[src/rtl/lc3_mem_ctrl_pkg.sv]
// Shared definitions for the LC-3 memory/IO controller: word width,
// memory-mapped I/O register addresses and the access FSM encoding.
package lc3_mem_ctrl_pkg;

  localparam int WORD_W = 16;

  typedef logic [WORD_W-1:0] word_t;

  // Start of I/O space; everything at or above it is decoded as I/O.
  localparam word_t IO_BASE_DEF = 16'hFE00;

  localparam word_t KBSR_ADDR = 16'hFE00;
  localparam word_t KBDR_ADDR = 16'hFE02;
  localparam word_t DSR_ADDR  = 16'hFE04;
  localparam word_t DDR_ADDR  = 16'hFE06;

  typedef enum logic [1:0] {
    IDLE   = 2'd0,
    ACCESS = 2'd1,
    IO     = 2'd2,
    DONE   = 2'd3
  } state_t;

endpackage

[src/rtl/lc3_io_regs.sv]
// Keyboard and display device registers with their status flags and the
// 16-bit read mux seen by the LC-3 when it addresses I/O space.
module lc3_io_regs
  import lc3_mem_ctrl_pkg::*;
(
  input  logic       clk,
  input  logic       reset,
  input  logic       rd_en,
  input  logic       wr_en,
  input  word_t      addr,
  input  logic [7:0] wdata,
  output word_t      rdata,
  input  logic       kb_valid,
  input  logic [7:0] kb_data,
  output logic       disp_valid,
  output logic [7:0] disp_data,
  input  logic       disp_ack
);

  logic       kb_full;
  logic       kb_ovr;
  logic [7:0] kbdr;
  logic       kbdr_rd;
  logic       ddr_wr;
  logic       dsr_rdy;

  assign kbdr_rd = rd_en && (addr == KBDR_ADDR);
  assign ddr_wr  = wr_en && (addr == DDR_ADDR);
  // The display is ready exactly when no character is waiting to be consumed.
  assign dsr_rdy = !disp_valid;

  // Keyboard: latch a char when empty, flag overrun when full; a KBDR read
  // empties the buffer, but a char arriving in that same cycle still lands.
  always_ff @(posedge clk or negedge reset) begin
    if (!reset) begin
      kb_full <= 1'b0;
      kb_ovr  <= 1'b0;
      kbdr    <= '0;
    end else begin
      if (kbdr_rd) begin
        kb_full <= 1'b0;
        kb_ovr  <= 1'b0;
      end
      if (kb_valid) begin
        if (kb_full && !kbdr_rd) begin
          kb_ovr <= 1'b1;
        end else begin
          kbdr    <= kb_data;
          kb_full <= 1'b1;
        end
      end
    end
  end

  // Display: accept a DDR write only when ready; the ack frees the slot.
  always_ff @(posedge clk or negedge reset) begin
    if (!reset) begin
      disp_valid <= 1'b0;
      disp_data  <= '0;
    end else if (ddr_wr && dsr_rdy) begin
      disp_valid <= 1'b1;
      disp_data  <= wdata;
    end else if (disp_ack && disp_valid) begin
      disp_valid <= 1'b0;
    end
  end

  // Read mux over the device registers; unmapped I/O reads as zero.
  always_comb begin
    // NOTE: assign a default before the case so no path leaves rdata unassigned and infers a latch.
    rdata = '0;
    case (addr)
      KBSR_ADDR: rdata = {kb_full, kb_ovr, 14'b0};
      KBDR_ADDR: rdata = {8'b0, kbdr};
      DSR_ADDR:  rdata = {dsr_rdy, 15'b0};
      default:   rdata = '0;
    endcase
  end

endmodule

[src/rtl/lc3_mem_ctrl.sv]
// LC-3 memory/IO controller: turns a one-cycle MAR/MDR request into a RAM
// access with fixed wait states or an I/O register access, then pulses R.
module lc3_mem_ctrl
  import lc3_mem_ctrl_pkg::*;
#(
  parameter int unsigned WAIT_STATES = 2,
  parameter word_t       IO_BASE     = IO_BASE_DEF
) (
  input  logic       clk,
  input  logic       reset,
  input  logic       req,
  input  logic       we,
  input  word_t      addr,
  input  word_t      wdata,
  output word_t      rdata,
  output logic       ready,
  output logic       mem_en,
  output logic       mem_we,
  output word_t      mem_addr,
  output word_t      mem_wdata,
  input  word_t      mem_rdata,
  input  logic       kb_valid,
  input  logic [7:0] kb_data,
  output logic       disp_valid,
  output logic [7:0] disp_data,
  input  logic       disp_ack
);

  localparam logic [3:0] WS = 4'(WAIT_STATES);

  state_t     state_q;
  state_t     state_d;
  logic [3:0] cnt_q;
  word_t      addr_q;
  word_t      wdata_q;
  logic       we_q;
  word_t      io_rdata;
  logic       io_rd;
  logic       io_wr;

  // Access FSM state register; reset aborts any access in flight.
  always_ff @(posedge clk or negedge reset) begin
    // NOTE: sequential state uses non-blocking assignments so every register samples pre-edge values.
    if (!reset) state_q <= IDLE;
    else        state_q <= state_d;
  end

  // Next-state logic: requests are only looked at in IDLE, never queued.
  always_comb begin
    state_d = state_q;
    case (state_q)
      IDLE:    if (req) state_d = (addr < IO_BASE) ? ACCESS : IO;
      ACCESS:  if (cnt_q == '0) state_d = DONE;
      IO:      state_d = DONE;
      DONE:    state_d = IDLE;
      default: state_d = IDLE;
    endcase
  end

  // Latch the request and run the wait-state counter down during ACCESS.
  always_ff @(posedge clk or negedge reset) begin
    if (!reset) begin
      addr_q  <= '0;
      wdata_q <= '0;
      we_q    <= 1'b0;
      cnt_q   <= '0;
    end else if (state_q == IDLE && req) begin
      addr_q  <= addr;
      wdata_q <= wdata;
      we_q    <= we;
      cnt_q   <= WS;
    end else if (state_q == ACCESS && cnt_q != '0) begin
      cnt_q <= cnt_q - 4'd1;
    end
  end

  // Read result: RAM data in the last ACCESS cycle, device data in IO.
  always_ff @(posedge clk or negedge reset) begin
    if (!reset) begin
      rdata <= '0;
    end else if (!we_q) begin
      if (state_q == ACCESS && cnt_q == '0) rdata <= mem_rdata;
      else if (state_q == IO)               rdata <= io_rdata;
    end
  end

  assign io_rd     = (state_q == IO) && !we_q;
  assign io_wr     = (state_q == IO) && we_q;
  assign ready     = (state_q == DONE);
  assign mem_en    = (state_q == ACCESS);
  assign mem_we    = mem_en && we_q;
  assign mem_addr  = addr_q;
  assign mem_wdata = wdata_q;

  lc3_io_regs u_io_regs (
    .clk        (clk),
    .reset      (reset),
    .rd_en      (io_rd),
    .wr_en      (io_wr),
    .addr       (addr_q),
    .wdata      (wdata_q[7:0]),
    .rdata      (io_rdata),
    .kb_valid   (kb_valid),
    .kb_data    (kb_data),
    .disp_valid (disp_valid),
    .disp_data  (disp_data),
    .disp_ack   (disp_ack)
  );

endmodule

[config.mk]
export PLATFORM = sky130hd
export DESIGN_NAME = lc3_mem_ctrl
export DESIGN_NICKNAME = d
export VERILOG_FILES = /design/src/rtl/lc3_mem_ctrl_pkg.sv /design/src/rtl/lc3_io_regs.sv /design/src/rtl/lc3_mem_ctrl.sv
export SDC_FILE = /design/constraint.sdc
export NUM_CORES = 1
export LEC_CHECK = 0
export ABC_AREA = 0
export CAP_MARGIN = 20
export CORE_MARGIN = 10
export CORE_UTILIZATION = 46
export CTS_CLUSTER_SIZE = 16
export DETAILED_ROUTE_END_ITERATION = 10
export PLACE_DENSITY = 0.8
export SLEW_MARGIN = 20
export SYNTH_ARGS = -nofsm -noshare
export SYNTH_HDL_FRONTEND = slang
export SYNTH_HIERARCHICAL = 1
export SYNTH_SLANG_ARGS = --single-unit
[constraint.sdc]
create_clock -name clk -period 2.4 [get_ports clk]
set_input_delay 0.24 -clock clk [delete_from_list [all_inputs] [get_ports clk]]
set_output_delay 0.24 -clock clk [all_outputs]
set_load 0.03 [all_outputs]
== Word level (Yosys, flattened, before mapping) ==
Cells that the tools add are included.

* Latch bits: 0
* Memory bits (read-only): 0
* Memories kept: 0
* Output and inout port bits: 60
* Input port bits: 62
* Flip-flop bits (word level): 74
* Bits in writable memories: 0

* Equality and inequality tests: 9
* Muxes and demuxes: 17
* Bitwise gates (word level): 2
* $add $sub $neg: 1
* Multipliers: 0
* Reductions and logical operators: 23
* Divide/modulo/power cells: 0
* $lt $le $gt $ge: 1
* Shift-type cells: 0

{| class="wikitable"
|+ Operator list
! cell !! count
|-
| $eq A16 B16 Y1 const B || 4
|-
| $pmux W16 S3 || 1
|-
| $mux W16 || 2
|-
| $lt A16 B16 Y1 const B || 1
|-
| $logic_and A1 B1 Y1 || 11
|-
| $mux W1 || 8
|-
| $mux W4 || 2
|-
| $pmux W2 S4 || 1
|-
| $mux W2 || 3
|-
| $reduce_and A2 Y1 || 3
|-
| $reduce_bool A2 Y1 || 3
|-
| $eq A2 B2 Y1 const B || 2
|-
| $logic_not A4 Y1 || 1
|-
| $reduce_bool A4 Y1 || 1
|-
| $sub A4 B1 Y4 const B || 1
|-
| $logic_not A1 Y1 || 3
|-
| $eq A2 B1 Y1 const B || 1
|-
| $logic_not A2 Y1 || 1
|-
| $ne A2 B1 Y1 const B || 1
|-
| $ne A2 B2 Y1 const B || 1
|-
| $not A1 Y1 || 2
|}

== Longest topological paths before layout ==
Gate-level depths: netlist of the first run.

* Depth in word-level cells: 7
* Gate-level depth with buffers: 9
* Mapped depth without buffers: 6

== Cells and area by module ==
The synthesis of the first run kept the hierarchy.

{| class="wikitable"
|+ Modules (own cells, without submodules)
! module !! area each (µm²) !! times used !! seq. area each (µm²) !! cells each
|-
| lc3_mem_ctrl || 2603.7 || 1 || 1376.3 || 211
|-
| lc3_io_regs || 1141.1 || 1 || 475.5 || 113
|}

== Worst setup path after synthesis of the first run ==
Ideal clock, no wire load.

* Kind: register to register
* Start: register addr_q[0], in the netlist mem_addr[0]
* End: register rdata[14]
* Arrival: 2221 ps
* Setup slack: 110 ps
* Cell stages (with the launch flop): 7
* Buffers on the path: 0
* Data required time: 2331 ps
* Cells stage by stage: dfrtp_1 -> or4_4 -> or3b_1 -> or4_4 -> nor3b_2 -> a32oi_1 -> nand3_1

* Cells in the longest elaborated chain, start to end: 4
* Elaborated cells on any way between the ends: 6
* Those cells by class: 3 x eq/ne; 3 x mux

{| class="wikitable"
|+ Ends and longest elaborated chain
! what !! line !! RTL
|-
| start: declaration || lc3_mem_ctrl.sv:34 || <nowiki>word_t addr_q;</nowiki>
|-
| start signal: assignment || lc3_mem_ctrl.sv:68 || <nowiki>addr_q <= addr;</nowiki>
|-
| $eq A16 B16 Y1 || lc3_io_regs.sv:72 || <nowiki>case (addr)</nowiki>
|-
| $pmux W16 S3 * || lc3_io_regs.sv:72 ||
|-
| named net io_rdata[14] || lc3_mem_ctrl.sv:37 || <nowiki>word_t io_rdata;</nowiki>
|-
| $mux W16 * || lc3_mem_ctrl.sv:83 || <nowiki>else if (state_q == IO) rdata <= io_rdata;</nowiki>
|-
| $mux W16 * || lc3_mem_ctrl.sv:82 || <nowiki>if (state_q == ACCESS && cnt_q == '0) rdata <= mem_rdata;</nowiki>
|-
| end signal: assignment || lc3_mem_ctrl.sv:82 ||
|-
| end signal: assignment || lc3_mem_ctrl.sv:83 ||
|-
| end: declaration || lc3_mem_ctrl.sv:15 || <nowiki>output word_t rdata,</nowiki>
|}

The timed path passes the listed nets; every way through them passes the cells marked *. The select of a mux whose other input is x is not followed.
A chain may end at the register's enable or synchronous reset.

== Final worst setup path of the first run ==
* Start: register state_q[1]
* End: output port mem_we

* Cells in the longest elaborated chain, start to end: 2

{| class="wikitable"
|+ Ends and longest elaborated chain
! what !! line !! RTL
|-
| start: declaration || lc3_mem_ctrl.sv:31 || <nowiki>state_t state_q;</nowiki>
|-
| start signal: assignment || lc3_mem_ctrl.sv:45 || <nowiki>else state_q <= state_d;</nowiki>
|-
| $eq A2 B1 Y1 || lc3_mem_ctrl.sv:90 || <nowiki>assign mem_en = (state_q == ACCESS);</nowiki>
|-
| $logic_and A1 B1 Y1 || lc3_mem_ctrl.sv:91 || <nowiki>assign mem_we = mem_en && we_q;</nowiki>
|-
| end: declaration || lc3_mem_ctrl.sv:18 || <nowiki>output logic mem_we,</nowiki>
|}

No other way between the ends.

==> results.md, run 1 <==
Setup path:
- The worst setup path startpoint is state_q[1].
- The startpoint of the worst-slack reg-to-reg timing path is mem_addr[0].
- The worst setup path is launched from a register.
- Of all nets on the critical path, the largest fanout is 7.
- The required time of the worst setup path is 2.16 ns.
- The worst endpoint data arrival time is 2.00 ns.
- The kind of critical path is register to output port.
- The depth of the most critical reg-to-reg path is 6.
- The worst setup path is captured at an output port.

Logic synthesis:
- By area the synthesized netlist is led by dfrtp_1 49%, mux2_2 12%, nand3b_1 6.6%, a32oi_1 3.7%, and2_1 3.2%.
- During synthesis, Yosys emitted a total of 6 warnings.
- The netlist uses 45 different library cells.
- The share of synthesized area in the top cell type comes to 49.4%.
- The biggest area contributor in the post-synthesis netlist is dfrtp_1.
- Of the synthesized area, sequential elements account for approximately half.
- After synthesis the cells add up to 3740 µm².
- Of all flip-flops after synthesis, the portion carrying an async set or reset was 100%.
- The post-synthesis instance total is 324.
- Yosys mapped a number of flops with a built-in enable equal to 0.
- The flop and latch count out of synthesis is 74.
- The average instance area after synthesis is 11.6 µm².
- The most used flip-flop cell after synthesis is dfrtp_1.

Hold path:
- The kind of path behind the tightest hold check is primary input to asynchronous set/reset pin.

Floorplan:
- ~120 I/O pins were placed.
- The full die area is 12100 µm².
- The horizontal die dimension is 110 µm.
- The core footprint is 7810 µm².
- Row generation in the floorplan step produced 32 rows.
- The effective utilization at floorplan is 48.0%.
- The height of the die is 110 µm.

Place:
- In this run the tool buffered the top-level ports with 121 buffer cells.
- The congestion estimate from routability-driven global placement came to approximately 0.8.
- The half-perimeter wire length after detailed placement is a little under 8 mm.

Clock tree:
- The clock net in this run drives a total of 74 sinks.
- The maximum level of the CTS H-tree is 3.
- The total of hold buffers inserted after clock tree synthesis is 0.
- In this run the deepest clock path goes through 2 buffers.
- The post-CTS setup-driven buffer insertion count is 0.
- The clock insertion delay at the later pin of the skew report is ~0.34 ns.
- The clock transition at the register clock pins on the worst setup and hold paths after CTS is 0.08 ns.
- The post-CTS resize count is 0.
- In this run, CTS created clock tree buffers numbering 9.
- Clock tree synthesis selected as its root buffer the cell clkbuf_8.
- The CTS tree is built.

Timing:
- The top achievable clock speed is 446 MHz.
- The final number of hold-violating endpoints is 0.
- The worst hold-check slack is 0.0295 ns.
- Setup repair after global routing left no endpoint under its margin.
- Measured against its own limit, the worst slew margin works out to 36.8%.
- In the finished design, the share of the clock period the worst path needs comes to 93.5%.
- For the final routed database, the setup TNS stands at 0 ns.
- The final setup violation count is 0.
- The setup clock skew after layout is 0.0115 ns.
- At the pin with the least slew margin, the transition time is roughly 0.95 ns.
- The clock period could shrink to 2.24 ns.
- The max-slew violation count was 0.

Global routing:
- The largest net degree at the start of global routing is 75.
- The first-pass GRT wire length is 17.1 mm.
- The residual overflow from global routing is 0.
- The number of global-route vias before repair is 3314.
- The initial antenna violation count is 0.
- The global router's overall resource usage is roughly 18%.

Finish:
- The filler cell count in the final layout is 634.
- For this run, the share of the core covered by cells in the final layout is 66.6%.
- The share of final-layout standard cells stronger than drive strength 1 is 16.6%.
- The area overhead of the layout relative to synthesis is 38.9%.
- The number of antenna diodes in the final layout is 0.
- The total number of nets in the final design is around 510.

Power and ir drop:
- The areal power density over the cells is 1240 nW/µm².
- The leakage component of the power is 2.12 nW.
- VDD sags by at most 0.870 mV.

Route:
- The count of antenna-violating nets left after detailed routing is 0.
- The detailed router finished its first iteration with 152 violations.
- Wires add up to approximately 11 mm.
- The number of vias in the routed layout is 3101.
- Before antenna repair, the detailed router went through 5 iterations.
- The routed wire length per instance is roughly 20 µm.
- The via-per-instance ratio is 5.65.
- The number of DRC violations after detailed routing is 0.

Flow run:
- The tool flagged a number of max-cap violations equal to 0.

Run status:
- The flow ran to the end, and the final reports show no timing, DRC or antenna violations.
-- metal layers --
| layer | global-route usage, % | wire, µm | vias up |
|---|---|---|---|
| li1 | - | - | 1445 |
| met1 | 21.2 | 4310 | 1520 |
| met2 | 27.3 | 4970 | 128 |
| met3 | 9.81 | 1420 | 8 |
| met4 | 5.05 | 81 | 0 |
| met5 | 0 | 0 | - |
-- through the flow --
step | total power [mW] | instance area [µm²] | setup WS (ns) | std cells
global placement | 5.47 | 5020 | 0.219 | 533
CTS | 6.52 | 5200 | 0.120 | 549
global route | 6.87 | 5200 | 0.0309 | 549
detailed placement | 5.58 | 5020 | 0.182 | 533
floorplan | 4.19 | 3760 | 0.110 | 329
finish | 6.45 | 5200 | 0.156 | 549
-- path summary, 6_finish.rpt --
kind	to	slack, ns
max	mem_we	0.16
min	u_io_regs/kbdr[5]	0.03
max reg2reg	rdata[14]	0.17
min reg2reg	mem_wdata[12]	0.51
max in group asynchronous	cnt_q[3]	1.74
min in group clk	rdata[11]	0.48
-- worst max-delay path, cell delays in order (launching register included) --
cell and delay (ns):
dfrtp_1 0.42, inv_1 0.11, ha_1 0.31, and2_1 0.16, clkdlybuf4s50_1 0.66
-- synthesized netlist by cell type (2+ instances only) --
master    count
nand4_1      10
a21oi_1       5
buf_2         8
o21ai_0       3
nand3b_1     33
and2_1       19
a222oi_1      8
nand2_1      11
clkbuf_1      9
o22ai_1       2
a21o_1        2
inv_1         8
dfrtp_1      74
nor2_1        3
a32oi_1      16
o211ai_1      9
or3b_1        2
or4_4         2
nor2b_1       3
buf_4         8
nand4b_1      2
clkbuf_2      2
ha_1          7
mux2_2       41
nand3_1      17
-- cell usage in the layout (no fill, tap or decap), drive strengths merged, types with 3 or more instances in the layout --
cell type,synthesis,final
clkdlybuf4s50,0,120
dfrtp,74,74
mux2,42,42
nand3b,33,33
and2,19,19
nand3,17,17
a32oi,16,16
inv,9,13
nand2,11,11
nand4,10,10
buf,17,10
o211ai,9,9
clkbuf,11,9
a222oi,8,8
ha,7,7
conb,1,6
a21oi,6,6
nor2b,3,3
o21ai,3,3
nor2,3,3
or4,3,3
-- layout make-up --
cell class	count	area, µm²	area share, %
flip-flops and latches	74	1850	35.6
inverters	10	37.5	0.722
well taps	102	128	2.45
clock buffers	9	124	2.38
clock inverters	7	57.6	1.11
multi-input cells	217	1730	33.2
repair buffers	130	1280	24.5
-- registers in the layout (all words and copies together), names as in the netlist --
name and count:
we_q 1, rdata 16, u_io_regs/kb_ovr 1, u_io_regs/kb_full 1, u_io_regs/kbdr 8, cnt_q 4
u_io_regs/disp_valid 1, mem_wdata 16, state_q 2, mem_addr 16, u_io_regs/disp_data 8
-- cell families (layout without fill, tap and decap cells) --
logic type                 count (synthesis)  in the layout  synth area share, %
AOI/OAI and AO/OA                         48             48                 10.2
other                                      1              6                0.100
adders and majority gates                  7              7                 2.34
and+or+nand+nor                          113            113                 20.1
buffers and inverters                     38            156                 4.94
muxes                                     43             43                 12.9
DFF                                       74             74                 49.4
-- power by group --
group | leakage (nW) | switching (mW) | internal (mW)
clock | 0.0886 | 0.506 | 0.391
combinational | 1.18 | 1.90 | 1.55
sequential | 0.848 | 0.382 | 1.72
total | 2.12 | 2.79 | 3.66
(Power assumes the default switching activity.)
==> run 2: changes to the inputs <==
Settings changed: CORE_UTILIZATION 46 to 50, PLACE_DENSITY 0.8 to 0.86.
Clock period 2.4 ns to 2.9 ns, I/O delays scaled along.
==> run 2 against run 1 <==
  * Flip-flop and latch count stayed put
  * Design area is 0.38% lower
  * First-iteration DRC count is 5.9% higher
  * Global-route usage is 0.51 points higher
  * Via count hardly changed
  * Final cell count is 0.91% lower
  * Largest cell class unchanged
==> results.md, run 2 (synthesis gave the netlist of run 1 again) <==
Finish:
- The number of antenna diodes is 0 (unchanged).
- The final standard cell count with taps included and fillers excluded is 544 (-0.91%).
- Compared with the post-synthesis result, the final layout area differs by 38.4%.
- The most frequent standard cell in the layout excluding fill and tap cells is clkdlybuf4s50_1.
- The fraction of the core area covered by cells at the end of the flow came to 71.4% (+4.8 points).
- The area of all placed cells without fillers is 5180 µm² (-0.38%).
- The library cells used most frequently in the layout, excluding fill and tap cells, are 120 x clkdlybuf4s50_1, 74 x dfrtp_1, 41 x mux2_2, 33 x nand3b_1, 19 x and2_1.
- The share of final-layout standard cells stronger than drive strength 1 is 16.2% (-0.38 points).
- The total number of nets in the final design is 509 (-0.39%).

Clock tree:
- The maximum level of the CTS H-tree is 3 (unchanged).
- The post-CTS setup-driven buffer insertion count is 0 (unchanged).
- The clock sink total was 74 (unchanged).
- The clock insertion delay at the later pin of the skew report is 0.34 ns (about the same).
- The number of buffers on the longest clock path is 2 (unchanged).
- The post-CTS resize count is 0 (unchanged).
- The total of hold buffers inserted after clock tree synthesis is 0 (unchanged).
- The CTS tree is built.
- The clock transition at the register clock pins on the worst setup and hold paths after CTS came to 0.08 ns (about the same).
- The TritonCTS buffer count came to 9 (unchanged).
- The buffer type at the clock tree root is clkbuf_8.

Place:
- The placer congestion estimate is 0.851 (+4.1%).
- The number of port buffers is 121 (unchanged).
- The cell area after placement is 5000 µm² (-0.37%).
- The count of placed standard cells including taps is 528 (-0.94%).
- The half-perimeter wire length after detailed placement came to 7.68 mm (-1.9%).

Timing:
- The worst-margin pin slew is 0.951 ns (+0.00376 ns).
- The top achievable clock speed is 436 MHz.
- The worst hold-check slack came to 0.0805 ns (+0.0510 ns).
- The max-slew violation count is 0 (unchanged).
- The final number of hold-violating endpoints is 0 (unchanged).
- The setup clock skew after layout was 0.0107 ns (-0.000805 ns).
- The setup TNS is 0 ns (unchanged).
- The final setup violation count was 0 (unchanged).
- Setup repair after global routing left no endpoint under its margin.
- The worst slew margin relative to its limit is 36.6% (-0.25 points).
- The post-layout minimum cycle time is 2.29 ns.
- Dividing the final minimum period by the clock period gives 79.0%.

Route:
- The count of antenna-violating nets left after detailed routing is 0 (unchanged).
- The wire length after detailed routing is 10.5 mm (-2.5%).
- The routed wire length per instance is 19.3 µm (-1.6%).
- The routed metal-1 wire length is 4.30 mm (-0.37%).
- The detailed-router iteration count before antenna repair is 5 (unchanged).
- The met3 wire length is 1.23 mm (-13%).
- The length of routed met2 wiring was 4.88 mm (-2.0%).
- The number of DRC violations after detailed routing is 0 (unchanged).
- After detailed routing, no signal wire sits above met4.
- The via-per-instance ratio is 5.71 (+1.0%).
- The number of DRC markers in iteration 0 is 161 (+5.9%).
- The number of vias in the routed layout was 3104 (+0.097%).

Floorplan:
- The core footprint is 7250 µm² (-7.1%).
- The full die area is 11400 µm² (-6.6%).
- The number of rows created at floorplan is 31 (-3.1%).
- The effective utilization at floorplan is 51.6% (+3.7 points).
- The height of the die is 107 µm (-3.3%).
- The horizontal die dimension is 107 µm (-3.3%).
- The top-level I/O count is 122 (unchanged).

Global routing:
- The initial antenna violation count is 0 (unchanged).
- The global router's overall resource usage is 18.3% (+0.51 points).
- The largest net degree at the start of global routing is 75 (unchanged).
- The first-pass GRT wire length is 16.8 mm (-1.6%).
- The residual overflow from global routing is 0 (unchanged).
- The number of global-route vias before repair came to 3238 (-2.3%).

Setup path:
- STA classifies the critical path endpoint as an output port.
- The depth of the most critical reg-to-reg path is 8 (+2).
- The worst endpoint data arrival time is 2.00 ns (about the same).
- The required time of the worst setup path is 2.61 ns (+0.45 ns).
- The kind of critical path is register to output port.
- The worst setup path startpoint is state_q[1].
- The startpoint of the worst-slack reg-to-reg timing path is state_q[0].
- The worst-path maximum fanout was 7 (unchanged).
- STA classifies the critical path startpoint as a register.

Power and ir drop:
- The internal power summed over all cells is 3.03 mW (-17%).
- The switching component of the power is 2.26 mW (-19%).
- The peak supply drop came to 0.748 mV (-14%).
- The leakage component of the power is 2.11 nW (-0.47%).
- The combinational share of power is 53.3% (-0.3 points).
- The part of the power in the clock network came to 13.7% (-0.2 points).
- The relative contribution of sequential cells to total power came to 32.9% (+0.4 points).
- The areal power density over the cells is 1020 nW/µm² (-18%).
- The share of total power consumed by net switching was 42.7% (-0.62 points).

Run status:
- The run finished with clean final reports.

Hold path:
- The min-delay analysis places its worst path in the category primary input to asynchronous set/reset pin.

Flow run:
- The max-capacitance violation count is 0 (unchanged).
==> run 2: changes by cell type in the layout (fill, tap and decap cells not counted) <==
cell	change
clkinv_4	+2
clkinv_2	+1
inv_8	-1
clkbuf_8	+1
buf_4	-2
inv_6	-3
==> run 2: through the flow <==
| stage | setup WS [ns] | total power, mW |
|---|---|---|
| 2_1_floorplan | 0.610 | 3.47 |
| 3_3_place_gp | 0.723 | 4.50 |
| 3_5_place_dp | 0.665 | 4.60 |
| 4_1_cts | 0.574 | 5.34 |
| 5_1_grt | 0.399 | 5.64 |
| 6_report | 0.608 | 5.29 |
==> run 2: area by class of cell <==
cell class,count,area (µm²)
clock inverter,6,42.5
inverter,10,37.5
multi-input combinational,217,1730
timing repair buffer,128,1260
tap,99,124
sequential,74,1850
fill,554,2070
clock buffer,10,138
==> run 2: power groups by stage <==
stage	Clock, mW	Combinational (mW)	Sequential, mW
2_1_floorplan	0	1.13	2.34
3_3_place_gp	0	2.78	1.73
3_5_place_dp	0	2.85	1.76
4_1_cts	0.739	2.86	1.74
5_1_grt	0.795	3.04	1.80
6_report	0.725	2.82	1.74
==> run 2: final timing paths <==
| path | to | slack (ns) |
|---|---|---|
| max in group asynchronous | mem_addr[8] | 2.18 |
| worst max-delay path | mem_we | 0.61 |
| worst min register to register | u_io_regs/disp_data[7] | 0.51 |
| worst max register to register | u_io_regs/kbdr[4] | 0.62 |
| worst min-delay path | u_io_regs/kbdr[1] | 0.08 |
| min in group clk | u_io_regs/disp_data[7] | 0.51 |
==> run 2: routing by layer <==
layer / vias up / GRT usage [%]
met5: - / 0
met2: 142 / 28.4
met4: 0 / 5.32
met3: 12 / 8.57
met1: 1515 / 22.3
li1: 1435 / -
==> run 2: worst max-delay path, cell delays in order, from the launching register on <==
cell and delay (ns):
dfrtp_1 0.41, inv_1 0.11, ha_1 0.31, and2_1 0.17, clkdlybuf4s50_1 0.66
==> run 3: changes to the inputs <==
Settings changed: CORE_UTILIZATION 50 to 42, PLACE_DENSITY 0.86 to 0.77.
Clock period 2.9 ns to 2.1 ns, I/O delays scaled along.
==> run 3 against run 2 <==
  * The flow now finishes with violations (negative setup slack)
  * Hold slack gained 0.33 ns
  * First-iteration DRC count grew 11%
  * Core utilization shrank 9.6 points
  * Via count grew 2.2%
  * Non-clock buffer count grew 13
  * Die area grew 15%
==> results.md, run 3 (synthesis gave the netlist of run 1 again) <==
Clock tree:
- The buffer type at the clock tree root is clkbuf_8.
- The maximum level of the CTS H-tree came to 3 (unchanged).
- The number of buffers on the longest clock path is 2 (unchanged).
- The clock transition at the register clock pins on the worst setup and hold paths after CTS came to 0.08 ns (about the same).
- The clock sink total is 74 (unchanged).
- The CTS tree is built.
- The clock insertion delay at the later pin of the skew report came to 0.34 ns (about the same).
- The TritonCTS buffer count was 9 (unchanged).

Setup path:
- The highest cell delay on the worst timing path is 0.53 ns (-0.13 ns).
- Grouping stages by cell kind, the critical path spends the most delay in simple AND/OR/NAND/NOR gates.
- The worst-path maximum fanout is 2 (-5).
- The required time of the worst setup path was 2.37 ns (-0.24 ns).
- STA classifies the critical path startpoint as a register.
- The number of buffers and inverters on the critical path is 0 (-2).
- Among all stages on the critical path, the largest delay is contributed by or4_4.
- The setup slack of the most critical reg-to-reg path is -0.02 ns (-0.64 ns).
- The category of the worst setup path capture point is a register.
- The most numerous cell type found on the critical path is or4_4.
- The critical path in this run is classified as register to register.
- The worst endpoint data arrival time came to 2.40 ns (+0.40 ns).
- Walking the worst path, the cells encountered are or4_4 > or3b_1 > or4_4 > nor3b_2 > a32oi_1 > nand3_1.

Finish:
- The area of all placed cells without fillers came to 5390 µm² (+4.1%).
- The most frequent standard cell in the layout excluding fill and tap cells is clkdlybuf4s50_1.
- In the layout the commonest cells are 118 x clkdlybuf4s50_1, 72 x dfrtp_1, 34 x mux2_2, 33 x nand3b_1, 19 x and2_1.
- The fraction of the core area covered by cells at the end of the flow is 61.8% (-9.6 points).
- The share of final-layout standard cells stronger than drive strength 1 is 18.8% (+2.6 points).
- The number of antenna diodes was 0 (unchanged).
- The total number of nets in the final design is 522 (+2.6%).
- The final standard cell count with taps included and fillers excluded came to 566 (+4.0%).
- The filler cell count in the final layout is 723 (+31%).
- Relative to the synthesized area, the layout overhead comes to 44.0%.

Timing:
- The final number of hold-violating endpoints is 0 (unchanged).
- The share of the clock period used by the worst path after layout is 101%.
- The smallest clock period supported by the final layout is computed as 2.12 ns.
- The worst-margin pin slew is 0.578 ns (-0.373 ns).
- The setup clock skew after layout is 0.00782 ns (-0.00284 ns).
- The least setup slack across all paths after layout is -0.0206 ns (-0.628 ns).
- The max-slew violation count is 0 (unchanged).
- Setup repair after global routing could not meet its margin everywhere.
- Timing would allow up to 472 MHz.
- The worst slew margin relative to its limit is 61.5% (+25 points).
- The final setup violation count is 1 (+1).

Place:
- The count of placed standard cells including taps is 548 (+3.8%).
- The number of port buffers was 121 (unchanged).
- The cell area after placement came to 5150 µm² (+3.0%).
- The pre-CTS setup slack was -0.0585 ns (-0.723 ns).
- The half-perimeter wire length after detailed placement is 8.13 mm (+5.8%).
- The placer congestion estimate is 0.766 (-9.9%).

Floorplan:
- The core footprint is 8720 µm² (+20%).
- The horizontal die dimension is 114 µm (+7.4%).
- The number of rows created at floorplan is 34 (+9.7%).
- The height of the die is 114 µm (+7.4%).
- The full die area is 13100 µm² (+15%).
- The effective utilization at floorplan came to 42.9% (-8.7 points).
- The top-level I/O count came to 122 (unchanged).

Power and ir drop:
- The peak supply drop is 0.988 mV (+32%).
- The relative contribution of sequential cells to total power is 31.4% (-1.5 points).
- The combinational share of power is 52.7% (-0.6 points).
- The share of total power consumed by net switching is 41.1% (-1.6 points).
- The internal power summed over all cells is 4.50 mW (+49%).
- The part of the power in the clock network came to 15.9% (+2.2 points).
- The switching component of the power came to 3.14 mW (+39%).
- The leakage component of the power is 2.22 nW (+5.3%).
- The total design power was 7.65 mW (+45%).
- The areal power density over the cells is 1420 nW/µm² (+39%).

Run status:
- The checks that failed: negative setup slack.
- The flow ran to the end, but the final reports show violations.

Route:
- The number of DRC markers in iteration 0 is 179 (+11%).
- The via-per-instance ratio is 5.61 (-1.8%).
- The wire length after detailed routing came to 10.9 mm (+4.1%).
- The routed wire length per instance is 19.3 µm (about the same).
- The number of DRC violations after detailed routing is 0 (unchanged).
- The count of antenna-violating nets left after detailed routing was 0 (unchanged).
- The number of vias in the routed layout is 3173 (+2.2%).
- The detailed-router iteration count before antenna repair is 5 (unchanged).

Hold path:
- The kind of path behind the tightest hold check is primary input to asynchronous set/reset pin.

Global routing:
- The number of global-route vias before repair was 3411 (+5.3%).
- The initial antenna violation count is 0 (unchanged).
- The residual overflow from global routing came to 0 (unchanged).
- The global router's overall resource usage is 16.3% (-2.0 points).
- The first-pass GRT wire length is 17.4 mm (+3.2%).
- The largest net degree at the start of global routing is 43 (-43%).

Flow run:
- The max-capacitance violation count came to 0 (unchanged).
[run 3: changes by cell type in the layout (fill, tap and decap cells not counted), moves of 2 or more]
cell             change
buf_4               +10
mux2_2               -7
mux2_4               +7
buf_12               +2
bufinv_16            +2
clkdlybuf4s50_1      -2
clkinv_4             -2
dfrtp_1              -2
dfrtp_2              +2
[run 3: final cells by class]
cell class | instances | area [µm²] | share of cell area, %
Inverter | 10 | 37.5 | 0.696
Clock buffer | 11 | 141 | 2.62
Sequential cell | 74 | 1850 | 34.4
Tap cell | 108 | 135 | 2.51
Timing Repair Buffer | 141 | 1390 | 25.7
Clock inverter | 5 | 77.6 | 1.44
Multi-Input combinational cell | 217 | 1760 | 32.6
[run 3: routing by layer]
metal | vias up | wire (µm) | GRT usage, %
li1 | 1465 | - | -
met5 | - | 0 | 0
met3 | 16 | 1150 | 7.86
met1 | 1578 | 4310 | 17.8
met4 | 0 | 177 | 5.43
met2 | 114 | 5310 | 27.3
[run 3: path summary, 6_finish.rpt]
check                         startpoint                     end  cells past startpoint
setup / recovery             mem_addr[0]               rdata[14]                      6
hold / removal                     reset                rdata[9]                      2
setup reg to reg             mem_addr[0]               rdata[14]                      6
hold reg to reg            mem_wdata[11]           mem_wdata[11]                      1
max in group asynchronous          reset  u_io_regs/disp_data[4]                      3
min in group clk                disp_ack    u_io_regs/disp_valid                      3
[run 3: power by group through the flow]
stage / clock, mW / combinational (mW) / sequential (mW)
after global placement: 0 / 3.95 / 2.39
after floorplan: 0 / 1.56 / 3.23
after detailed placement: 0 / 4.05 / 2.43
after CTS: 1.25 / 4.08 / 2.41
final: 1.22 / 4.03 / 2.40
after global routing: 1.33 / 4.31 / 2.48
[run 3: stage by stage]
| stage | TNS (ns) | hold slack, ns |
|---|---|---|
| final | -0.0206 | 0.407 |
| after global placement | -0.0209 | 0.243 |
| after floorplan | -0.803 | -0.0856 |
| after global routing | -0.127 | 0.451 |
| after detailed placement | -0.0585 | 0.255 |
| after CTS | -0.0638 | 0.427 |
[run 3: repair_timing]
item,in CTS,in global routing
resized for setup,2,1
pin swaps,1,3
endpoints found under the hold margin,41,0
setup buffers,1,0
endpoints found under the setup margin,2,11
hold buffers,1,0
